--- config.mk ---
export PLATFORM = sky130hd
export DESIGN_NAME = ksa4_pipe_adder
export DESIGN_NICKNAME = d
export VERILOG_FILES = /design/src/rtl/ksa4_pipe_adder.sv
export SDC_FILE = /design/constraint.sdc
export NUM_CORES = 1
export LEC_CHECK = 0
export CORE_MARGIN = 4
export CORE_UTILIZATION = 58
export CTS_CLUSTER_DIAMETER = 30
export DETAILED_ROUTE_END_ITERATION = 10
export DONT_BUFFER_PORTS = 1
export PLACE_DENSITY = 0.8
export RECOVER_POWER = 100
export REMOVE_ABC_BUFFERS = 1
export SLEW_MARGIN = 15
export SYNTH_ARGS = -nofsm -noshare
export SYNTH_HDL_FRONTEND = slang
export SYNTH_SLANG_ARGS = --single-unit
--- constraint.sdc ---
create_clock -name GCLK_Pad -period 1 [get_ports GCLK_Pad]
set_input_delay 0.1 -clock GCLK_Pad [delete_from_list [all_inputs] [get_ports GCLK_Pad]]
set_output_delay 0.1 -clock GCLK_Pad [all_outputs]
set_load 0.01 [all_outputs]
--- src/rtl/ksa4_pipe_adder.sv ---
// ksa4_pipe_adder: 4-bit Kogge-Stone adder, 4-stage pipeline; optional valid tracking via KSA4_VALID_EN
module ksa4_pipe_adder (
  input  logic GCLK_Pad,
  input  logic RSTN_Pad,
  input  logic a0_Pad,
  input  logic a1_Pad,
  input  logic a2_Pad,
  input  logic a3_Pad,
  input  logic b0_Pad,
  input  logic b1_Pad,
  input  logic b2_Pad,
  input  logic b3_Pad,
  input  logic cin_Pad,
`ifdef KSA4_VALID_EN
  input  logic in_valid_Pad,
  output logic out_valid_Pad,
`endif
  output logic sum0_Pad,
  output logic sum1_Pad,
  output logic sum2_Pad,
  output logic sum3_Pad,
  output logic cout_Pad
);
  logic [3:0] a, b;
  logic [3:0] s1_p_d, s1_p_q, s1_g_d, s1_g_q;
  logic       s1_c_d, s1_c_q;
  logic [3:0] s2_p_d, s2_p_q;
  logic [3:0] s2_g_d, s2_g_q;
  logic [1:0] s2_pp_d, s2_pp_q;
  logic       s2_c_d, s2_c_q;
  logic [3:0] s3_p_d, s3_p_q, s3_g_d, s3_g_q;
  logic       s3_c_d, s3_c_q;
  logic [3:0] sum_d, sum_q;
  logic       cout_d, cout_q;
  logic       upd;
  assign a = {a3_Pad, a2_Pad, a1_Pad, a0_Pad};
  assign b = {b3_Pad, b2_Pad, b1_Pad, b0_Pad};
`ifdef KSA4_VALID_EN
  logic [3:0] v_d, v_q;
  assign v_d = {v_q[2:0], in_valid_Pad};
  assign upd = v_q[2];
  assign out_valid_Pad = v_q[3];
`else
  assign upd = 1'b1;
`endif
  // Pipeline next-state: generate/propagate, two prefix levels, then sum formation
  always_comb begin
    s1_p_d  = a ^ b;
    s1_g_d  = {a[3:1] & b[3:1], (a[0] & b[0]) | ((a[0] ^ b[0]) & cin_Pad)};
    s1_c_d  = cin_Pad;
    s2_g_d  = {s1_g_q[3] | (s1_p_q[3] & s1_g_q[2]),
               s1_g_q[2] | (s1_p_q[2] & s1_g_q[1]),
               s1_g_q[1] | (s1_p_q[1] & s1_g_q[0]),
               s1_g_q[0]};
    s2_pp_d = {s1_p_q[3] & s1_p_q[2], s1_p_q[2] & s1_p_q[1]};
    s2_p_d  = s1_p_q;
    s2_c_d  = s1_c_q;
    s3_g_d  = {s2_g_q[3] | (s2_pp_q[1] & s2_g_q[1]),
               s2_g_q[2] | (s2_pp_q[0] & s2_g_q[0]),
               s2_g_q[1],
               s2_g_q[0]};
    s3_p_d  = s2_p_q;
    s3_c_d  = s2_c_q;
    sum_d   = upd ? s3_p_q ^ {s3_g_q[2:0], s3_c_q} : sum_q;
    cout_d  = upd ? s3_g_q[3] : cout_q;
  end
  // Pipeline registers with synchronous active-low clear
  always_ff @(posedge GCLK_Pad) begin
    if (!RSTN_Pad) begin
      s1_p_q <= '0; s1_g_q <= '0; s1_c_q <= 1'b0;
      s2_p_q <= '0; s2_g_q <= '0; s2_pp_q <= '0; s2_c_q <= 1'b0;
      s3_p_q <= '0; s3_g_q <= '0; s3_c_q <= 1'b0;
      sum_q  <= '0; cout_q <= 1'b0;
    end else begin
      s1_p_q <= s1_p_d; s1_g_q <= s1_g_d; s1_c_q <= s1_c_d;
      s2_p_q <= s2_p_d; s2_g_q <= s2_g_d; s2_pp_q <= s2_pp_d; s2_c_q <= s2_c_d;
      s3_p_q <= s3_p_d; s3_g_q <= s3_g_d; s3_c_q <= s3_c_d;
      sum_q  <= sum_d; cout_q <= cout_d;
    end
  end
`ifdef KSA4_VALID_EN
  // Valid shift register aligned with the data stages
  always_ff @(posedge GCLK_Pad) begin
    if (!RSTN_Pad) v_q <= '0;
    else v_q <= v_d;
  end
`endif
  assign {sum3_Pad, sum2_Pad, sum1_Pad, sum0_Pad} = sum_q;
  assign cout_Pad = cout_q;
endmodule

Yosys cells after proc, flatten, opt, wreduce, memory -nomap -nowiden
Cells that the tools add are included.
{ "totals": {"ff_bits": 34, "latch_bits": 0, "ramBits": 0, "rom_bits": 0, "input_bits": 11, "output_inout_bits": 5, "wordCells": 31, "n_memories": 0} }
{ "op_classes": {"n_addsub": 0, "mul": 0, "n_div": 0, "order_cmp": 0, "eq_ne": 0, "shifts": 0, "muxes": 0, "bitwise": 19, "n_reduce_logical": 0} }
{ "ops": {"columns": ["cell", "n"], "rows": [
  ["$and A1 B1 Y1", 9],
  ["$xor A4 B4 Y4", 2],
  ["$or A1 B1 Y1", 6],
  ["$and A3 B3 Y3", 1],
  ["$xor A1 B1 Y1", 1]
]} }

Logic depth before layout (Yosys ltp)
{ "depth": {"ltp_word": 3, "mapped_depth": 3, "depth_no_buf": 3} }

Worst setup path before layout
No wires, ideal clock.
{ "synth_timing": {"path_type": "input port to flip-flop", "start": "input port a0_Pad", "end": "register s1_g_q[0]", "setup_time_ns": 0.114, "t_arrival_ns": 0.650, "required_time_ns": 0.886, "setup_slack_ns": 0.235, "stages": 3, "n_path_buf": 0, "cell_sequence": "ha_1 -> a21oi_1 -> and2b_1"} }
{ "synth_via": {"elab_chain_cells": 3, "word_cells_on_any_way": 4, "classes_between": "bitwise (4)"} }
{ "synth_lines": {"columns": ["item", "line_no", "rtl"], "rows": [
  ["start: declaration", "5", "input logic a0_Pad,"],
  ["$xor A1 B1 Y1", "49", "s1_g_d = {a[3:1] & b[3:1], (a[0] & b[0]) | ((a[0] ^ b[0]) & cin_Pad)};"],
  ["$and A1 B1 Y1", "49", null],
  ["$or A1 B1 Y1 *", "49", null],
  ["end signal: assignment", "70", "s1_p_q <= '0; s1_g_q <= '0; s1_c_q <= 1'b0;"],
  ["end signal: assignment", "75", "s1_p_q <= s1_p_d; s1_g_q <= s1_g_d; s1_c_q <= s1_c_d;"],
  ["end: declaration", "25", "logic [3:0] s1_p_d, s1_p_q, s1_g_d, s1_g_q;"]
]} }
Every way passes the cells marked *; elsewhere a longest branch is shown, timed or not.
A chain may end at the register's enable or synchronous reset.

Final worst setup path
Ends and elaborated chain as after synthesis.

==> impl_metrics.tcl <==
set metrics [dict create \
    initial_utilization_pct 64.5 \
    grt.total_usage_pct 12.7 \
    syn_area_um2 1030 \
    crit_required_ns 1.20 \
    avgSynthCellArea_um2 12.1 \
    grt_pass1_wl_um 2280 \
    setup_violations 0 \
    dpl.hpwl_um 671 \
    cts_tree "done" \
    cp-end-kind "register" \
    synthArstFlopShare_pct 0 \
    num_rows 14 \
    port_buffers 0 \
    synth_edf_count 0 \
    ant_nets 0 \
    hold_violations 0 \
    report.final.slew_viol_count 0 \
    ys_top_cells_by_area "dfxtp_1 66%, and2_1 16%, ha_1 4.9%, xor2_1 3.4%, a21oi_1 2.9%" \
    post_cts_buffers 0 \
    grt_pass1_vias 558 \
    clkTransAtPathRegs_ns 0.09 \
    synth_ff_type "dfxtp_1" \
    drc 0 \
    synth_common_cells "34 x dfxtp_1, 26 x and2_1, 6 x a21oi_1" \
    crit_fanout 2 \
    ys_ff_latch 34 \
    status "finished, final reports clean" \
    fin_tns_setup_ns 0 \
    ios 16 \
    cts_buffers 5 \
    start_kind "input port" \
    overflow 0 \
    cts_root_buffer "clkbuf_4" \
    wl_um 1240 \
    p_leak_nw 0.548 \
    synth.top_cell.area_share_pct 66.2 \
    yosys.area.top_type "dfxtp_1" \
    numClockSinks 34 \
    critPathArrivalTime_ns 1.16 \
    fp.dieH_um 50.1 \
    post-route-period-util_pct 95.2 \
    finalCriticalPeriod_ns 0.952 \
    post-route-cell-area_um2 1230 \
    crit_type "input port to register" \
    synth_cell_types 9 \
    hold_path.class "input port to register" \
    coreArea_um2 1590 \
    num_antenna_cells 0 \
    crit_chain "ha_4 > a21oi_1 > and2b_1 > dlygate4sd3_1" \
    finClkSkew_ns 0.00180 \
    layout-drive-gt1-share_pct 9.00 \
    synth_most_common_cell "dfxtp_1" \
    ir_drop_mv 1.12 \
    gp_congestion 0.727 \
    final_nets 114 \
    slowest_delay_ns 0.55 \
    htree_levels 2 \
    die_w_um 50.1 \
    netlist_instances 85 \
    ys_warn_count 0 \
    clkLatencyLatePin_ns 0.31 \
    drt_iter0_drc 3 \
    yosysSeqAreaShare_pct 66.2 \
    p_per_area_nw_per_um2 1980 \
    max_slew_margin_pct 51.2 \
    grt_antenna_before_repair 0 \
    cap_violations 0 \
    drt_pass1_iterations 2 \
    worst_slew_pin_slew_ns 0.733 \
    num_vias 553 \
    r2r_cells 2 \
    viasPerCell 4.46 \
    grt_max_degree 27 \
    clock_path_buffers 2 \
    dieArea_um2 2510 \
    dpl_cell_area_um2 1040 \
    whs_path_depth 2 \
    cp_slowest_cell "dlygate4sd3_1" \
    max_freq_ghz 1.05 \
    area_growth_pct 19.5 \
    rsz0062_at_grt "no" \
    wl_per_cell_um 10.0 \
]
-- critical path: cells and delay by family --
family	cells	cell delay, ns
buffers and inverters	1	0.55
adder cells (fa/ha/maj)	1	0.21
AND/OR/NAND/NOR	1	0.19
AO/OA/AOI/OAI	1	0.11
-- area by class of cell --
cell class | instances | area [um2]
clock buffer | 8 | 78.8
fill | 99 | 365
multi-input combinational | 48 | 345
sequential | 34 | 681
tap | 24 | 30.0
timing repair buffer | 10 | 93.8
-- state kept, by name, summed over array words and instances, names as in the netlist, 2 cells and up --
register  cells
s1_g_q        4
s1_p_q        4
s2_g_q        4
s2_p_q        4
s2_pp_q       2
s3_g_q        4
s3_p_q        4
sum_q         4
-- path summary, 6_finish.rpt --
path,startpoint,end,slack (ns)
setup / recovery,a0_Pad,s1_g_q[0]$_SDFF_PN0_,0.05
hold / removal,RSTN_Pad,s2_g_q[3]$_SDFF_PN0_,0.39
setup reg to reg,s1_p_q[2]$_SDFF_PN0_,s2_g_q[2]$_SDFF_PN0_,0.27
hold reg to reg,s3_g_q[3]$_SDFF_PN0_,cout_Pad$_SDFF_PN0_,0.44
-- power breakdown --
| part | total (mW) | switching [mW] | internal (mW) |
|---|---|---|---|
| clock | 0.886 | 0.405 | 0.480 |
| sequential | 1.44 | 0.0244 | 1.41 |
| combinational | 0.109 | 0.0370 | 0.0722 |
-- placed cells by master (no fill, tap or decap) --
cell           count
dfxtp_1           34
and2_0            14
and2_1            12
dlygate4sd3_1      9
a21oi_1            6
clkbuf_4           5
xor2_1             4
and2b_1            4
ha_1               3
clkbuf_8           3
and3_1             2
nor2b_1            2
ha_4               1
clkbuf_1           1
-- metal layers --
| metal | wire length, um | track usage [%] |
|---|---|---|
| met5 | 0 | 0 |
| met4 | 0 | 5.53 |
| met3 | 102 | 8.43 |
| met2 | 617 | 21.1 |
| met1 | 523 | 12.2 |
-- per-stage QoR --
stage	worst slack, ns	util (%)	cells	hold WS (ns)	total power [mW]
after global routing	0.0333	77.1	124	0.415	2.56
final	0.0485	77.1	124	0.387	2.43
after floorplan	0.235	-	82	0.222	1.52
after detailed placement	0.208	65.5	106	0.225	1.53
after CTS	0.00197	76.7	124	0.416	2.45
after global placement	0.229	65.5	106	0.224	1.53
-- logic make-up after synthesis --
family | after synthesis | share of synthesized area [%]
xor gates and xnor gates | 4 | 3.41
and+or+nand+nor | 34 | 21.2
buffers and inverters | 3 | 1.46
DFF | 34 | 66.2
adders and majority gates | 4 | 4.87
AOI/OAI and AO/OA | 6 | 2.92
-- what timing repair did --
item	CTS	global route
gates resized for setup	0	3
hold buffers	10	0
hold endpoints to repair	34	0
setup endpoints to repair	0	27
Power figures use the tool's default switching activity.
